## src/rtl/fadd_axis.sv

```systemverilog
// fadd_axis: 3-stage pipelined binary32 adder behind AXI4-Stream operand/result channels.
// Optional FADD_AXIS_SUB_EN adds s_axis_a_tuser (1 = compute A-B).
module fadd_axis #(
  parameter logic [31:0] NAN_VALUE = 32'h7FC0_0000
) (
  input  logic        aclk,
  input  logic        aresetn,
  input  logic        s_axis_a_tvalid,
  output logic        s_axis_a_tready,
  input  logic [31:0] s_axis_a_tdata,
`ifdef FADD_AXIS_SUB_EN
  input  logic        s_axis_a_tuser,
`endif
  input  logic        s_axis_b_tvalid,
  output logic        s_axis_b_tready,
  input  logic [31:0] s_axis_b_tdata,
  output logic        m_axis_result_tvalid,
  input  logic        m_axis_result_tready,
  output logic [31:0] m_axis_result_tdata
);

  typedef struct packed {
    logic        sign;
    logic        eff_sub;
    logic [7:0]  exp;
    logic [23:0] x_sig;
    logic [26:0] y_al;
    logic        nan;
    logic        inf;
    logic        inf_sign;
  } s1_t;

  typedef struct packed {
    logic        sign;
    logic        zero;
    logic [9:0]  exp;
    logic [26:0] norm;
    logic        nan;
    logic        inf;
    logic        inf_sign;
  } s2_t;

  logic        v1_q, v2_q, v3_q, v1_d, v2_d, v3_d;
  logic        stall1, stall2, stall3, accept, sub_op;
  s1_t         s1_d, s1_q;
  s2_t         s2_d, s2_q;
  logic [31:0] tdata_d, tdata_q;

  logic        a_nan, b_nan, a_inf, b_inf, b_sign, swap;
  logic [30:0] a_mag, b_mag, x_mag, y_mag;
  logic [7:0]  d_exp;
  logic [26:0] y_raw, lost;
  logic [27:0] sum;
  logic [4:0]  lz;
  logic        rnd;
  logic [24:0] mant;
  logic [9:0]  e3;
  logic [22:0] frac;

`ifdef FADD_AXIS_SUB_EN
  assign sub_op = s_axis_a_tuser;
`else
  assign sub_op = 1'b0;
`endif

  // A stage holds only when it is full and everything downstream is blocked.
  assign stall3 = v3_q & ~m_axis_result_tready;
  assign stall2 = v2_q & stall3;
  assign stall1 = v1_q & stall2;
  assign accept = aresetn & s_axis_a_tvalid & s_axis_b_tvalid & ~stall1;
  assign s_axis_a_tready = accept;
  assign s_axis_b_tready = accept;
  assign m_axis_result_tvalid = v3_q;
  assign m_axis_result_tdata  = tdata_q;

  function automatic logic [4:0] lzc27(input logic [26:0] v);
    logic [4:0] n;
    n = 5'd27;
    for (int i = 0; i < 27; i++)
      if (v[i]) n = 5'(26 - i);
    return n;
  endfunction

  always_comb begin
    v1_d = stall1 ? v1_q : accept;
    v2_d = stall2 ? v2_q : v1_q;
    v3_d = stall3 ? v3_q : v2_q;
  end

  // S1: unpack with flush-to-zero, order by magnitude, align the smaller operand.
  always_comb begin
    b_sign = s_axis_b_tdata[31] ^ sub_op;
    a_nan  = (&s_axis_a_tdata[30:23]) & (|s_axis_a_tdata[22:0]);
    b_nan  = (&s_axis_b_tdata[30:23]) & (|s_axis_b_tdata[22:0]);
    a_inf  = (&s_axis_a_tdata[30:23]) & ~(|s_axis_a_tdata[22:0]);
    b_inf  = (&s_axis_b_tdata[30:23]) & ~(|s_axis_b_tdata[22:0]);
    a_mag  = (s_axis_a_tdata[30:23] == 8'd0) ? 31'd0 : s_axis_a_tdata[30:0];
    b_mag  = (s_axis_b_tdata[30:23] == 8'd0) ? 31'd0 : s_axis_b_tdata[30:0];
    swap   = b_mag > a_mag;
    x_mag  = swap ? b_mag : a_mag;
    y_mag  = swap ? a_mag : b_mag;
    d_exp  = x_mag[30:23] - y_mag[30:23];
    y_raw  = {|y_mag[30:23], y_mag[22:0], 3'b000};
    lost   = y_raw & ~({27{1'b1}} << d_exp);
    s1_d.sign     = swap ? b_sign : s_axis_a_tdata[31];
    s1_d.eff_sub  = s_axis_a_tdata[31] ^ b_sign;
    s1_d.exp      = x_mag[30:23];
    s1_d.x_sig    = {|x_mag[30:23], x_mag[22:0]};
    s1_d.y_al     = (y_raw >> d_exp) | {26'd0, |lost};
    s1_d.nan      = a_nan | b_nan | (a_inf & b_inf & (s_axis_a_tdata[31] ^ b_sign));
    s1_d.inf      = a_inf | b_inf;
    s1_d.inf_sign = a_inf ? s_axis_a_tdata[31] : b_sign;
  end

  // S2: significand add/sub and normalisation; an exact zero is +0 unless both were -0.
  always_comb begin
    sum = s1_q.eff_sub ? {1'b0, s1_q.x_sig, 3'b000} - {1'b0, s1_q.y_al}
                       : {1'b0, s1_q.x_sig, 3'b000} + {1'b0, s1_q.y_al};
    lz  = lzc27(sum[26:0]);
    s2_d.zero = (sum == 28'd0);
    s2_d.sign = s2_d.zero ? (s1_q.sign & ~s1_q.eff_sub) : s1_q.sign;
    if (sum[27]) begin
      s2_d.norm = {sum[27:2], sum[1] | sum[0]};
      s2_d.exp  = {2'b00, s1_q.exp} + 10'd1;
    end else begin
      s2_d.norm = sum[26:0] << lz;
      s2_d.exp  = {2'b00, s1_q.exp} - {5'd0, lz};
    end
    s2_d.nan      = s1_q.nan;
    s2_d.inf      = s1_q.inf;
    s2_d.inf_sign = s1_q.inf_sign;
  end

  // S3: round-to-nearest-even, then specials, overflow and underflow override the packed value.
  always_comb begin
    rnd  = s2_q.norm[2] & (s2_q.norm[3] | s2_q.norm[1] | s2_q.norm[0]);
    mant = {1'b0, s2_q.norm[26:3]} + {24'd0, rnd};
    e3   = s2_q.exp + {9'd0, mant[24]};
    frac = mant[24] ? mant[23:1] : mant[22:0];
    if (s2_q.nan)                                   tdata_d = NAN_VALUE;
    else if (s2_q.inf)                              tdata_d = {s2_q.inf_sign, 8'hFF, 23'd0};
    else if (s2_q.zero || $signed(e3) <= 10'sd0)    tdata_d = {s2_q.sign, 31'd0};
    else if ($signed(e3) >= 10'sd255)               tdata_d = {s2_q.sign, 8'hFF, 23'd0};
    else                                            tdata_d = {s2_q.sign, e3[7:0], frac};
  end

  always_ff @(posedge aclk or negedge aresetn) begin
    if (!aresetn) begin
      v1_q    <= 1'b0;
      v2_q    <= 1'b0;
      v3_q    <= 1'b0;
      s1_q    <= '0;
      s2_q    <= '0;
      tdata_q <= 32'd0;
    end else begin
      v1_q <= v1_d;
      v2_q <= v2_d;
      v3_q <= v3_d;
      if (!stall1) s1_q <= s1_d;
      if (!stall2) s2_q <= s2_d;
      if (!stall3) tdata_q <= tdata_d;
    end
  end

endmodule

```

## config.mk

```make
export PLATFORM = sky130hd
export DESIGN_NAME = fadd_axis
export DESIGN_NICKNAME = d
export VERILOG_FILES = /design/src/rtl/fadd_axis.sv
export SDC_FILE = /design/constraint.sdc
export NUM_CORES = 1
export LEC_CHECK = 0
export ABC_AREA = 1
export CORE_MARGIN = 2
export CORE_UTILIZATION = 50
export CTS_CLUSTER_DIAMETER = 40
export DETAILED_ROUTE_END_ITERATION = 7
export PLACE_DENSITY = 0.69
export SKIP_LAST_GASP = 1
export SLEW_MARGIN = 30
export SYNTH_ARGS = -nofsm -noshare
export SYNTH_HDL_FRONTEND = slang
export SYNTH_SLANG_ARGS = --single-unit
```

## constraint.sdc

```tcl
create_clock -name aclk -period 13.92 [get_ports aclk]
set_clock_uncertainty 0.2 [all_clocks]
set_input_delay 2.088 -clock aclk [delete_from_list [all_inputs] [get_ports aclk]]
set_output_delay 2.088 -clock aclk [all_outputs]
set_load 0.03 [all_outputs]
```

==> summary.txt, run 1 <==
Global route
  • Total GRT Usage: 34.3%
  • Number of global-route vias before repair: 15200
  • Initial antenna violation count: 0
  • Largest net degree at the start of global routing: 90
  • Remaining Overflow, GRT: 0
  • First-pass GRT wire length: 84200 um

Timing
  • Final worst-path cycle share: 67.5%
  • Slew HR: 35.4%
  • Unrepaired setup endpoints after global routing: no
  • Final min period: 9.39 ns
  • Setup TNS: 0 ns
  • # setup viols final: 0
  • Max Fclk: 106 MHz
  • Slew Viols, Final: 0
  • Worst-Margin Slew: 0.959 ns
  • Fin. Hold Viols: 0

Cells and area
  • Ant. Diodes: 0
  • Synth-to-layout area growth: 11.9%
  • NumNets Final: 2646
  • Post-route cell area: 0.0166 mm2
  • Fill count: 2971
  • Fin util: 56.4%
  • Share of layout cells above drive strength 1: 4.49%
  • Post-Layout Cell Count: around 2900

Critical path
  • Critical path's largest stage delay: just under 1 ns
  • Worst Path Arrival: 9.52 ns
  • CP max-delay cell: clkinv_1
  • Reg2reg setup slack: 7.76 ns
  • Cell repeated most along the worst path: nand2_1
  • Critical path launch point type: input pin
  • CP Buf/Inv Count: 4
  • Worst setup EP type: flip-flop
  • Top delay family on crit path: simple AND/OR/NAND/NOR gates
  • Worst Path Class, Setup: in -> reg
  • CP required: 14.04 ns
  • Crit Path Max Fanout: between 80 and 90
  • Crit-path cells: clkdlybuf4s50_1 -> ha_1 -> clkinv_1 -> nor4_1 -> nand4_2 -> nand2_4 -> nand2_1 -> o21ai_1 -> nand2_1 -> ha_1 -> inv_1 -> nand2_2 -> or2_2 -> nand2_1 -> inv_1 -> nor2_1 -> nand2_1 -> nand2_1 -> a21oi_1 -> nor3_1 -> nand2_1 -> nor2_1 -> a21oi_1

Synth
  • Synth warnings: 0
  • Synth cell types: 61
  • Leading area contributor after synthesis: dfrtp_1
  • Syn_nets: 2618
  • Mapped cell area: 0.0149 mm2
  • Sequential area share after synthesis: 23.7%
  • Synth top area share: 23.7%
  • Post-Syn Instances: 2456
  • Syn Area/Cell: roughly 6 um2
  • Post-synth EDFFs: 0
  • Commonest register cell after synthesis: dfrtp_1
  • Most common cell in the netlist: nand2_1
  • Synth async-reset ratio: 100%
  • Top cells by area, synth: dfrtp_1, nand2_1, nand3_1
  • Register bit total from synthesis: 141
  • Synth cell count leaders: nand2_1, nand3_1, inv_1

Placement
  • Post-DP HPWL: 42000 um
  • Cell Area, Placed: 0.0160 mm2
  • Post-Place Cells: 2855
  • Port Buffers: 103
  • Routability cong.: 1.01

Route
  • WL final: approximately 53000 um
  • DRT Pass-1 Iters: 6
  • Via count: 16900
  • # DRC: 0
  • Detail Route Antenna Nets: 0
  • Drt wl/cell: 18.5 um
  • Post-DR vias/cell: ~6
  • Initial DRC count: 1952

Floorplanning
  • Vert. Die Dim: 176 um
  • Initial core utilization: 50.4%
  • Die area: 0.0311 mm2
  • Row Count: 63
  • IO Pins: 104
  • Die width: 176 um
  • Core area: between 0.02 and 0.03 mm2

Clock network
  • CTS Buf Count: 17
  • Clock Latency Late Sink: 0.45 ns
  • CTS Hold Bufs: 0
  • Post-CTS resize count: 0
  • Post-CTS Setup Inserts: 0
  • Worst-path clk slew: roughly 0.070 ns
  • Clock tree root driver cell: clkbuf_16
  • Bufs on Longest Clock Path: 2
  • CTS tree: built
  • H-Tree Depth: 4
  • Clock Sink Count: 141

Pwr
  • Lkg Pwr: 8.33 nW
  • Pwr per Cell Area: 173 mW/mm2
  • Peak supply drop: 95.2 uV

Min path
  • Hold Path Class: reg -> reg

Run status
  • Status: completed

Run
  • Max cap viols: 0
flip-flops by register name (all words and copies together), names as in the netlist:
signal                cells
v1_q                      1
m_axis_result_tvalid      1
s1_q                     64
s2_q                     42
v2_q                      1
m_axis_result_tdata      32
power breakdown:
group / internal (W) / total (W) / switching [W]
Combinational: 0.000565 / 0.00175 / 0.00119
Sequential: 0.000542 / 0.000648 / 0.000106
Clock: 0.000257 / 0.000469 / 0.000212
Total: 0.00136 / 0.00287 / 0.00151
metal layers:
layer / wire (um) / share of wire (%) / global-route usage [%]
met5: 0 / 0 / 0
met4: 1030 / 1.9 / 7.85
met3: 4290 / 8.0 / 4.78
met2: 23600 / 44 / 53.5
met1: 24400 / 46 / 50.1
final cells by class:
type | count | area [um2] | share of cell area, %
Multi-Input combinational cell | 1918 | 9800 | 58.9
Sequential cell | 141 | 3530 | 21.2
Timing Repair Buffer | 119 | 1160 | 6.95
Inverter | 287 | 1080 | 6.49
Tap cell | 390 | 488 | 2.93
Clock buffer | 18 | 439 | 2.64
Clock inverter | 14 | 146 | 0.880
per-stage QoR:
step                      power (W)  setup WS [ns]  hold slack [ns]
after detailed placement    0.00236           4.58            0.268
final                       0.00287           4.53            0.282
after global routing        0.00310           3.86            0.297
after global placement      0.00234           4.73            0.263
after floorplan             0.00184           7.67            0.223
after CTS                   0.00284           5.03            0.284
path summary, 6_finish.rpt:
kind,from,endpoint,depth (start not counted)
worst min-delay path,m_axis_result_tdata[7],m_axis_result_tdata[7],2
min in group asynchronous,aresetn,s1_q[5],1
worst max-delay path,s_axis_b_tdata[23],s1_q[3],23
worst max register to register,s1_q[30],s2_q[38],28
max in group asynchronous,aresetn,m_axis_result_tdata[15],2
worst min register to register,m_axis_result_tdata[7],m_axis_result_tdata[7],2
worst reg2reg max path, delay by kind of cell (launching register included):
kind | cells | cell delay [ns]
AND/OR/NAND/NOR | 18 | 2.92
adder cells (fa/ha/maj) | 4 | 1.30
AO/OA/AOI/OAI | 3 | 0.72
flip-flops | 1 | 0.50
buffers and inverters | 3 | 0.42
kinds of logic (layout without fill, tap and decap cells):
group	Yosys count	in the layout	synth area share [%]
adder cells (fa/ha/maj)	93	93	7.93
flip-flops	141	141	23.7
buffers and inverters	397	438	10.5
AND/OR/NAND/NOR	1342	1342	38.9
AO/OA/AOI/OAI	444	444	16.5
XOR/XNOR	37	37	2.28
multiplexers	2	2	0.135
placed cells by master (no fill, tap or decap), types with 4 or more instances in the layout:
master           instances
nor3_1                  17
o21ai_0                173
clkinvlp_4               4
xor2_1                  32
a21boi_1                 4
nand3b_1                 4
nand2_2                  9
nor2_1                 182
inv_6                    5
nand2_1                729
a22oi_1                 10
nor2_4                   4
clkinv_1                 5
nor2_2                   5
o22ai_1                 13
inv_1                  262
clkdlybuf4s50_1        102
buf_4                   15
o21ai_1                 37
a21o_1                   5
o31ai_1                  7
or2_2                   11
inv_2                   19
a21oi_1                144
nand3_1                300
dfrtp_1                141
nand4_1                 43
o21a_1                   5
nor4_1                  17
clkbuf_16               17
o211ai_1                14
or2_1                    6
a31oi_1                  8
ha_1                    91
No activity file was read; power rests on OpenSTA's default activity.
==> inputs of run 2 (changes only) <==
--- a/config.mk
+++ b/config.mk
@@ -10,7 +10,7 @@
 export CORE_UTILIZATION = 50
 export CTS_CLUSTER_DIAMETER = 40
 export DETAILED_ROUTE_END_ITERATION = 7
-export PLACE_DENSITY = 0.69
+export PLACE_DENSITY = 0.72
 export SKIP_LAST_GASP = 1
 export SLEW_MARGIN = 30
 export SYNTH_ARGS = -nofsm -noshare
==> constraint.sdc (replaced) <==
create_clock -name aclk -period 8.4 [get_ports aclk]
set_clock_uncertainty 0.2 [all_clocks]
set_input_delay 1.26 -clock aclk [delete_from_list [all_inputs] [get_ports aclk]]
set_output_delay 1.26 -clock aclk [all_outputs]
set_load 0.03 [all_outputs]
==> run 2 against run 1 <==
Cell area is 0.49% higher. Cell count is 0.31% higher. Combinational power is 67% higher. Global-route usage is 0.30 points higher. Critical path depth is 12 higher. Register-to-register slack worse by 5.5 ns. Sequential share of layout area is 0.10 points lower. Count of clock-buffer cells in the layout is 1 lower. Setup slack worse by 3.1 ns. Utilization is 0.28 points higher. Total power is 67% higher. Critical endpoint is now s1_q[12]. Largest cell class unchanged.
==> summary.txt, run 2 (synthesis gave the netlist of run 1 again) <==
Min path
  • Hold Path Class: reg -> reg
  • Hold Path Origin: s1_q[0]
  • Hold Crit Depth: 2
  • Hold path endpoint: s2_q[0]

Route
  • Detail Route Antenna Nets: 0
  • DRT Pass-1 Iters: 6
  • Drt wl/cell: 18.5 um
  • Initial DRC count: 2164
  • Post-DR vias/cell: 5.86
  • # DRC: 0
  • Via count: 17000
  • WL final: ~53000 um

Floorplanning
  • Die width: 176 um
  • Vert. Die Dim: 176 um
  • IO Pins: 104
  • Initial core utilization: between 50 and 60%
  • Row Count: 63
  • Die area: 0.0311 mm2
  • Core area: 0.0295 mm2

Pwr
  • Switching part of the total: 52.6%
  • Pwr per Cell Area: 287 mW/mm2
  • Net load switching power: roughly 0.0025 W
  • Lkg Pwr: 8.40 nW
  • Combinational share of power: 60.8%
  • Peak supply drop: 151 uV
  • Clock share of power: 16.6%
  • Sequential share of power: 22.6%
  • Power Internal: 0.00227 W

Placement
  • Routability cong.: roughly 0.97
  • Post-Place Cells: about 2900
  • Port Buffers: 103
  • Cell Area, Placed: 0.0161 mm2
  • Post-DP HPWL: around 42000 um

Clock network
  • H-Tree Depth: 4
  • Clock Sink Count: 141
  • Worst-path clk slew: 0.07 ns
  • CTS tree: built
  • Post-CTS resize count: 0
  • Bufs on Longest Clock Path: 2
  • Clock tree root driver cell: clkbuf_16
  • CTS Hold Bufs: 0
  • Post-CTS Setup Inserts: 0
  • Clock Latency Late Sink: 0.44 ns
  • CTS Buf Count: 17

Cells and area
  • Ant. Diodes: 0
  • Largest Register: s1_q
  • Share of layout cells above drive strength 1: 4.83%
  • Most frequent cells in the layout: nand2_1, nand3_1, inv_1
  • NumNets Final: 2655
  • Fill count: 2979
  • Synth-to-layout area growth: 12.5%
  • Post-Layout Cell Count: 2896
  • Multi-input gate area: 0.00979 mm2
  • Sequential cell area: about 0.0035 mm2
  • Fin util: between 50% and 60%
  • Max FFs per register: 64
  • Post-route cell area: 0.0167 mm2
  • Most common cell after layout, fill and taps aside: nand2_1

Timing
  • Setup TNS: 0 ns
  • Slew HR: 37.7%
  • Slew Viols, Final: 0
  • Fin. Hold Viols: 0
  • Worst-Margin Slew: 0.925 ns
  • Max Fclk: 143 MHz
  • Final min period: 7.01 ns
  • Final worst-path cycle share: 83.5%
  • # setup viols final: 0
  • Unrepaired setup endpoints after global routing: no

Critical path
  • Reg-to-reg startpoint: s1_q[30]
  • Worst Path Arrival: 7.18 ns
  • CP required: ~8.6 ns
  • Cell repeated most along the worst path: nand2_1
  • Worst R2R Path Depth: 28
  • Worst Path Class, Setup: in -> reg
  • Worst r2r dst: s2_q[38]
  • Reg2reg setup slack: 2.27 ns
  • Crit Path Max Fanout: 73
  • Critical path launch point type: input pin
  • Critical path's largest stage delay: approximately 0.53 ns
  • Worst setup EP type: flip-flop
  • CP max-delay cell: buf_4

Global route
  • First-pass GRT wire length: 84600 um
  • Total GRT Usage: 34.6%
  • Largest net degree at the start of global routing: between 70 and 80
  • Initial antenna violation count: 1
  • Remaining Overflow, GRT: 0
  • Number of global-route vias before repair: around 15000

Run
  • Max cap viols: 0

Run status
  • Status: completed
## run 2: cell types whose count changed in the layout (fill, tap and decap cells not counted), sizes merged
| cell | previous run | this run |
|---|---|---|
| buf | 17 | 26 |
| clkbuf | 18 | 17 |
| clkinv | 6 | 7 |
| clkinvlp | 4 | 1 |
| inv | 290 | 293 |
## run 2: layout make-up
class                           instances  area share [%]
Clock buffer                           17            2.54
Clock inverter                         15            1.13
Inverter                              287            6.46
Multi-Input combinational cell       1918            58.5
Sequential cell                       141            21.1
Tap cell                              390            2.92
Timing Repair Buffer                  128            7.30
## run 2: metal layers
layer | global-route usage [%] | up-vias | share of wire, %
met5 | 0 | - | 0
met2 | 51.7 | 836 | 43
met3 | 5.21 | 84 | 8.0
met1 | 51.6 | 7853 | 47
met4 | 9.68 | 0 | 2.4
li1 | - | 8188 | -
## run 2: power groups by stage
stage	Sequential [W]	Combinational (W)	Clock, W
5_1_grt	0.00111	0.00324	0.000834
4_1_cts	0.00108	0.00286	0.000804
3_3_place_gp	0.00108	0.00282	0
6_report	0.00108	0.00292	0.000794
3_5_place_dp	0.00109	0.00284	0
2_1_floorplan	0.00119	0.00186	0
## run 2: stage by stage
step | setup slack [ns] | total power [W] | hold WS (ns)
final | 1.39 | 0.00479 | 0.282
after CTS | 1.48 | 0.00474 | 0.284
after detailed placement | 1.04 | 0.00393 | 0.264
after global placement | 0.977 | 0.00390 | 0.255
after global routing | 0.712 | 0.00518 | 0.305
after floorplan | 2.98 | 0.00305 | 0.223
## run 2: worst max-delay path: cells and delay by family
family	cells	cell delay, ns
AND/OR/NAND/NOR	22	3.06
buffers and inverters	8	1.90
AO/OA/AOI/OAI	4	0.64
adder cells (fa/ha/maj)	1	0.27
## run 2: worst max-delay path by stage
| stage | depth (start not counted) | from | slack [ns] | end |
|---|---|---|---|---|
| final | 35 | s_axis_a_tdata[29] | 1.39 | s1_q[12] |
| after global routing | 35 | s_axis_a_tdata[24] | 0.71 | s1_q[20] |
| after CTS | 35 | s_axis_a_tdata[29] | 1.48 | s1_q[7] |
| after detailed placement | 35 | s_axis_a_tdata[29] | 1.04 | s1_q[7] |
| after global placement | 32 | s_axis_a_tdata[25] | 0.98 | s1_q[3] |
| after floorplan | 35 | s_axis_a_tdata[24] | 2.98 | s1_q[20] |
==> inputs of run 3 (changes only) <==
--- a/config.mk
+++ b/config.mk
@@ -10,7 +10,7 @@
 export CORE_UTILIZATION = 50
 export CTS_CLUSTER_DIAMETER = 40
 export DETAILED_ROUTE_END_ITERATION = 7
-export PLACE_DENSITY = 0.72
+export PLACE_DENSITY = 0.69
 export SKIP_LAST_GASP = 1
 export SLEW_MARGIN = 30
 export SYNTH_ARGS = -nofsm -noshare
==> constraint.sdc (replaced) <==
create_clock -name aclk -period 7.2 [get_ports aclk]
set_clock_uncertainty 0.2 [all_clocks]
set_input_delay 1.08 -clock aclk [delete_from_list [all_inputs] [get_ports aclk]]
set_output_delay 1.08 -clock aclk [all_outputs]
set_load 0.03 [all_outputs]
==> run 3 against run 2 <==
Via count decreased by 0.87%. Count of clock-buffer cells in the layout unchanged. First-iteration DRC count decreased by 17%. Total power increased by 16%. Highest routed layer unchanged. Setup slack got worse by 0.61 ns. Cell count increased by 0.59%. Largest power group unchanged. Utilization increased by 0.37 points. Critical endpoint unchanged.
==> summary.txt, run 3 (synthesis gave the netlist of run 1 again) <==
Critical path
  • Worst Path Arrival: 6.60 ns
  • Critical path's largest stage delay: 0.41 ns
  • Crit Path Max Fanout: 28
  • Reg-to-reg startpoint: s1_q[11]
  • Worst Path Class, Setup: in -> reg
  • CP required: 7.38 ns
  • Critical path launch point type: input pin
  • CP max-delay cell: clkdlybuf4s50_1
  • Cell repeated most along the worst path: nand2_1
  • Origin of the worst setup path: s_axis_a_tdata[24]
  • Worst setup EP type: flip-flop

Clock network
  • CTS Buf Count: 17
  • Post-CTS resize count: 0
  • Clock Latency Late Sink: 0.45 ns
  • CTS Hold Bufs: 0
  • Worst-path clk slew: 0.06 ns
  • Clock Sink Count: 141
  • Clock tree root driver cell: clkbuf_16
  • CTS tree: built
  • H-Tree Depth: 4
  • Bufs on Longest Clock Path: 2
  • Post-CTS Setup Inserts: 0

Floorplanning
  • Initial core utilization: around half
  • Die width: 176 um
  • Vert. Die Dim: 176 um
  • Die area: 0.0311 mm2
  • Core area: 0.0295 mm2
  • IO Pins: 104
  • Row Count: between 60 and 70

Global route
  • Initial antenna violation count: 0
  • Largest net degree at the start of global routing: 64
  • First-pass GRT wire length: 82200 um
  • Number of global-route vias before repair: 15200
  • Remaining Overflow, GRT: 0
  • Total GRT Usage: 33.4%

Route
  • DRT Pass-1 Iters: 7
  • Metal3 WL: 4060 um
  • Metal2 WL: roughly 23000 um
  • # DRC: 0
  • Via count: 16800
  • Initial DRC count: 1797
  • WL final: 52300 um
  • Detail Route Antenna Nets: 0
  • Post-DR vias/cell: between 5 and 6
  • Max layer used: met4
  • Drt wl/cell: 17.9 um
  • Met1 wire length: 23900 um

Cells and area
  • Max FFs per register: between 60 and 70
  • Most frequent cells in the layout: nand2_1, nand3_1, inv_1
  • Most common cell after layout, fill and taps aside: nand2_1
  • Ant. Diodes: 0
  • Fin util: a little under three fifths
  • Largest Register: s1_q
  • Share of layout cells above drive strength 1: approximately 5.5%
  • Fill count: 2962
  • Synth-to-layout area growth: 13.2%
  • NumNets Final: 2672

Timing
  • # setup viols final: 0
  • Slew Viols, Final: 0
  • Worst-Margin Slew: 0.893 ns
  • Final worst-path cycle share: 89.2%
  • Final min period: 6.42 ns
  • Fin. Hold Viols: 0
  • Unrepaired setup endpoints after global routing: no
  • Max Fclk: 156 MHz
  • Setup TNS: 0 ns
  • Slew HR: about two fifths

Min path
  • Hold Path Class: reg -> reg
  • Hold Path Origin: v2_q

Placement
  • Routability cong.: slightly below 1
  • Post-DP HPWL: 41300 um
  • Port Buffers: 103

Pwr
  • Peak supply drop: 213 uV
  • Lkg Pwr: 8.46 nW
  • Pwr per Cell Area: 330 mW/mm2

Run status
  • Status: completed

Run
  • Max cap viols: 0
==> run 3: critical path, delay by kind of cell <==
family / cells / cell delay [ns]
fa+ha+maj: 2 / 0.36
buf+inv: 7 / 1.15
compound gates: 4 / 0.89
simple gates: 22 / 3.09
==> run 3: metrics by stage <==
stage / power (W) / setup WS, ns / std cells / hold slack (ns) / instance area (um2)
2_1_floorplan: 0.00356 / 1.96 / 2456 / 0.223 / 14900
3_5_place_dp: 0.00458 / 0.429 / 2881 / 0.240 / 16200
5_1_grt: 0.00600 / 0.246 / 2913 / 0.305 / 16800
3_3_place_gp: 0.00455 / 0.506 / 2881 / 0.246 / 16200
6_report: 0.00555 / 0.780 / 2913 / 0.254 / 16800
4_1_cts: 0.00549 / 0.867 / 2913 / 0.255 / 16800
==> run 3: cell type report <==
cell class / count / area [um2] / share of cell area, %
clock buffers: 17 / 425 / 2.53
clock inverters: 15 / 164 / 0.974
inverters: 287 / 1080 / 6.42
multi-input cells: 1918 / 9800 / 58.2
flip-flops and latches: 141 / 3530 / 21.0
well taps: 390 / 488 / 2.90
repair buffers: 145 / 1350 / 8.01
==> run 3: routing by layer <==
layer  global-route usage (%)  up-vias
li1                         -     8207
met1                     47.7     7802
met2                     52.8      731
met3                     5.23       73
met4                     8.33        0
met5                        0        -
==> run 3: path summary, 6_finish.rpt <==
kind                                        endpoint  slack (ns)  cells after the start
worst max register to register              s2_q[38]        1.44                     29
max in group asynchronous                   s2_q[14]        5.35                      2
min in group asynchronous                   s1_q[31]        0.33                      1
worst min-delay path            m_axis_result_tvalid        0.25                      2
worst min register to register  m_axis_result_tvalid        0.25                      2
worst max-delay path                        s1_q[12]        0.78                     35
==> run 3: power breakdown <==
group	leakage [nW]	internal (W)	switching, W
clock network	0.278	0.000515	0.000385
logic	6.49	0.00112	0.00227
registers	1.70	0.00105	0.000213
total	8.46	0.00268	0.00287
==> RTL change 1, RTL diff (config.mk and constraints of run 2) <==
Reset style: synchronous (`aresetn`), changed in one clocked block.
--- a/src/rtl/fadd_axis.sv
+++ b/src/rtl/fadd_axis.sv
@@ -146,3 +146,3 @@
 
-  always_ff @(posedge aclk or negedge aresetn) begin
+  always_ff @(posedge aclk) begin
     if (!aresetn) begin
Formal check against the unedited RTL: differs if aresetn is asserted again (counterexample within 4 cycles, from zero or initial values and one cycle with aresetn low); with aresetn held inactive, the same outputs for 4 cycles.
==> RTL change 1 against run 2 <==
Area after synthesis decreased by 1.5%. Worst setup slack got worse by 53 ps. Count of clock-buffer cells in the layout unchanged. Final area is 1.5% lower. Sequential cell count is the same. Power down 24%. Routed wire length is 1.2% lower. Cell count is 3.6% higher. Combinational power down 32%. Critical path type unchanged. Critical endpoint is now s1_q[5]$_SDFFE_PN0N_. Largest power group unchanged.
==> RTL change 1: results <==
[drt]
wirelength_mm = 52.8
first_pass_iters = 6
wl_met2_mm = 22.9
top_layer = "met4"
wl_met1_mm = 24.1
wl_met3_mm = 4.19
vias_per_cell = 5.77
drt_iter0_drc = 2303

[place]
dpl.hpwl_mm = 42.0
dp_slack_ps = 1020
port_buffers = 103
gp_congestion = 0.971

[worst_setup_path]
crit_family = "simple AND/OR/NAND/NOR gates"
crit_arrival_ps = 7190
crit_path_max_incr_delay_ps = 550
slowest_stage = "nor2_2"
cp_max_fo = 32

[cts]
clk_pin_slew_ps = 70
post_cts_resized = 0
htreeDepth = 4
cts_root_buf = "clkbuf_16"
cts_buffers = 17
postCtsSetupBuffers = 0
worst_skew_pair.late_latency_ps = 440
hold_buffers = 0
clock_path_buffers = 2

[grt]
antenna_found_initial = 0
grt_max_degree = 57
grt_pass1_vias = 15900
grtUsageTotal = 0.343
grt_pass1_wl_mm = 84.9

[sta]
worstMarginPinSlew_ps = 950
drv_slew = 0

[synthesis]
synthTopCellsByArea = "dfxtp_1 19%, nand2_1 19%, nand3_1 9.8%, inv_1 7.8%, ha_1 7.8%"
yosysSeqAreaShare = 0.193
syn-num-nets = 2733
ys_async_sr_fraction = 0
synth_cell_types = 58
synth_commonest_cells = "727 x nand2_1, 305 x inv_1, 287 x nand3_1, 209 x o21ai_0, 198 x nor2_1"
yosysWarningCount = 0
synth-main-ff-cell = "dfxtp_1"

[cells_and_area]
regMostFlops = "s1_q"
layout.nets = 2765
antennaDiodeCount = 0
largest_reg_flops = 64
n_fill_cell = 2972
layout-drive-gt1-share = 0.0501

[power_and_ir_drop]
ir_drop_mv = 0.164
power.leakage_nw = 8.13

[status]
status = "complete, no violations"

[hold_path]
hold_class = "flip-flop to flip-flop"
RTL change 1: cell types whose count changed in the layout (fill, tap and decap cells not counted), moves of 7 or more:
cell	delta
dfrtp_1	-141
dfxtp_1	+141
inv_1	+41
a21oi_1	+38
o21ai_0	+37
nor2_1	+15
o21ai_1	-15
nand3_1	-13
nand4_1	+13
buf_4	+11
a22oi_1	-10
xor2_1	-10
xnor2_1	+7
RTL change 1: path summary, 6_finish.rpt:
path | startpoint | to | slack (ps) | depth (start not counted)
setup / recovery | s_axis_b_tdata[23] | s1_q[5]$_SDFFE_PN0N_ | 1330 | 34
hold / removal | s1_q[1]$_SDFFE_PN0N_ | s2_q[1]$_SDFFE_PN0N_ | 260 | 2
setup reg to reg | s1_q[3]$_SDFFE_PN0N_ | s2_q[38]$_SDFFE_PN0N_ | 2140 | 38
hold reg to reg | s1_q[1]$_SDFFE_PN0N_ | s2_q[1]$_SDFFE_PN0N_ | 260 | 2
RTL change 1: logic make-up (layout without fill, tap and decap cells):
group / Yosys count / after routing / share of synthesized area
buffers and inverters: 446 / 491 / 0.120
AOI/OAI and AO/OA: 494 / 494 / 0.183
adders and majority gates: 93 / 93 / 0.0805
and+or+nand+nor: 1363 / 1363 / 0.403
DFF: 141 / 141 / 0.193
xor gates and xnor gates: 33 / 33 / 0.0197
muxes: 1 / 1 / 0.000769
RTL change 1: final cells by class:
class	instances	area, um^2	area share
flip-flops and latches	141	2820	0.171
repair buffers	139	1300	0.0790
clock buffers	17	425	0.0258
clock inverters	15	170	0.0103
multi-input cells	1984	10100	0.611
inverters	320	1200	0.0729
well taps	384	480	0.0292
RTL change 1: per-layer routing:
metal | vias up | global-route usage
met4 | 0 | 0.114
met2 | 765 | 0.539
met1 | 7927 | 0.484
met3 | 95 | 0.0468
li1 | 8536 | -
met5 | - | 0
RTL change 1: through the flow:
| step | total power [mW] | instance area (um^2) | instances | utilization | hold WS (ps) |
|---|---|---|---|---|---|
| after floorplan | 2.26 | 14600 | 2571 | - | 225 |
| after global placement | 2.82 | 15900 | 2968 | 0.552 | 245 |
| after detailed placement | 2.83 | 15900 | 2968 | 0.552 | 245 |
| after CTS | 3.60 | 16500 | 3000 | 0.572 | 257 |
| after global routing | 3.91 | 16500 | 3000 | 0.572 | 284 |
| final | 3.65 | 16500 | 3000 | 0.572 | 261 |
RTL change 1: report_power, final:
group,total (mW),internal (mW),switching (mW),leakage [nW]
sequential,0.892,0.783,0.109,1.16
clock,0.767,0.424,0.343,0.291
combinational,1.99,0.629,1.36,6.68
total,3.65,1.84,1.81,8.13
==> RTL change 2, RTL diff (flow settings as in run 2) <==
Made on the original files. Add a define of `FADD_AXIS_SUB_EN`.
--- a/src/rtl/fadd_axis.sv
+++ b/src/rtl/fadd_axis.sv
@@ -2,2 +2,4 @@
 // Optional FADD_AXIS_SUB_EN adds s_axis_a_tuser (1 = compute A-B).
+`define FADD_AXIS_SUB_EN
+
 module fadd_axis #(
Interface: changed (added s_axis_a_tuser); port bits go from 104 to 105. The function was not compared with the original's and may differ.
==> RTL change 2 against run 2 <==
Power is 3.6% higher. Final area is 1.3% higher. Worst setup slack better by 170 ps. Sequential cell count stayed put. Utilization is 0.29 points higher. Routed wire length is 0.67% higher. Area after synthesis is 1.6% higher. Register-to-register slack worse by 60 ps. Critical path type unchanged. Highest routed layer unchanged.
==> RTL change 2: results <==
[worst_setup_path]
crit_arrival_ps = 6940
slowest_stage = "clkdlybuf4s50_1"
r2r_slack_ps = 2210
cp_max_fo = 88
regToRegEndpoint = "m_axis_result_tdata[14]$_DFFE_PN0N_"
reg2reg_from = "s2_q[6]$_DFFE_PN0N_"

[place]
gp_congestion = 0.987
port_buffers = 104
dpl.hpwl_mm = 42.1
place_area_mm2 = 0.0163
dp_cells = 2880

[grt]
grt_pass1_vias = 15700
grt_pass1_wl_mm = 85.5
grt_max_degree = 89
grtUsageTotal = 0.344

[synthesis]
synthMuxAreaShare = 0.000663
synthTopCellsByArea = "dfrtp_1 23%, nand2_1 18%, nand3_1 10%, ha_1 7.5%, inv_1 6.4%"
synth_compound_area_frac = 0.158
synth_commonest_cells = "726 x nand2_1, 306 x nand3_1, 258 x inv_1, 196 x nor2_1, 153 x o21ai_0"
synth_xor_area_frac = 0.0254
synth_cell_types = 62
synth-main-ff-cell = "dfrtp_1"
synthCells = 2475
syn-num-nets = 2638
synth_fa_ha_area_frac = 0.0781
yosysSeqAreaShare = 0.234

[cells_and_area]
largest_reg_flops = 64
regMostFlops = "s1_q"
layout.nets = 2672
layout-drive-gt1-share = 0.0630

[cts]
postCtsSetupBuffers = 0
cts_buffers = 17
clk_pin_slew_ps = 80
htreeDepth = 4

[hold_path]
holdPathEnd = "s2_q[0]$_DFFE_PN0N_"
hold_start = "s1_q[0]$_DFFE_PN0N_"

[power_and_ir_drop]
ir_drop_mv = 0.147
power.leakage_nw = 8.47

[drt]
drt_iter0_drc = 1991
vias_per_cell = 5.86
num_vias = 17100
wl_per_cell_um = 18.5

[sta]
timing.final.crit_share = 0.814
relSlewSlack = 0.260

[status]
status = "complete, no violations"
==> RTL change 2: changes by cell type after synthesis, sizes merged, moves of 4 or more <==
cell    change
nor2       +20
a21oi       -9
a32o        +8
nand3       +8
o21ai       -8
nand2       +6
or2         -6
xnor2       +6
nor3        +5
a211oi      +4
o211ai      -4
o31ai       -4
==> RTL change 2: power by group <==
part           internal, mW  switching (mW)
logic                  1.00            2.08
registers             0.900           0.188
clock network         0.431           0.369
==> RTL change 2: worst max path at each step <==
| stage | startpoint | to | cells past startpoint |
|---|---|---|---|
| after floorplan | s_axis_b_tdata[28] | s1_q[3]$_DFFE_PN0N_ | 32 |
| after global placement | s_axis_a_tdata[25] | s1_q[29]$_DFFE_PN0N_ | 28 |
| after detailed placement | s_axis_a_tdata[25] | s1_q[29]$_DFFE_PN0N_ | 34 |
| after CTS | s_axis_a_tdata[25] | s1_q[29]$_DFFE_PN0N_ | 34 |
| after global routing | s_axis_a_tdata[25] | s1_q[3]$_DFFE_PN0N_ | 38 |
| final | s_axis_a_tdata[25] | s1_q[29]$_DFFE_PN0N_ | 34 |
==> RTL change 2: worst max-delay path: cells and delay by family <==
family / cells / cell delay (ps)
buffers and inverters: 6 / 1090
adder cells (fa/ha/maj): 2 / 520
AO/OA/AOI/OAI: 3 / 860
AND/OR/NAND/NOR: 23 / 3190
==> RTL change 2: cell families after synthesis <==
family | after synthesis
AND/OR/NAND/NOR | 1373
AO/OA/AOI/OAI | 422
adder cells (fa/ha/maj) | 93
XOR/XNOR | 43
multiplexers | 1
buffers and inverters | 402
flip-flops | 141
==> RTL change 2: area by class of cell <==
cell class | instances | area, um^2
fillers | 3011 | 12800
multi-input cells | 1932 | 9990
flip-flops and latches | 141 | 3530
repair buffers | 129 | 1230
inverters | 288 | 1080
well taps | 390 | 488
clock buffers | 17 | 425
clock inverters | 15 | 188
==> RTL change 2: per-layer routing <==
layer / track usage / part of all wire / wire length (um) / vias to the layer above
li1: - / - / - / 8221
met1: 0.496 / 0.46 / 24800 / 7983
met2: 0.530 / 0.44 / 23700 / 770
met3: 0.0521 / 0.076 / 4120 / 82
met4: 0.0973 / 0.023 / 1240 / 0
met5: 0 / 0 / 0 / -
==> RTL change 2: metrics by stage <==
step | hold WS (ps) | worst slack [ps]
after CTS | 281 | 1680
final | 279 | 1560
after detailed placement | 262 | 1240
after global placement | 256 | 1190
after floorplan | 223 | 2880
after global routing | 303 | 1070
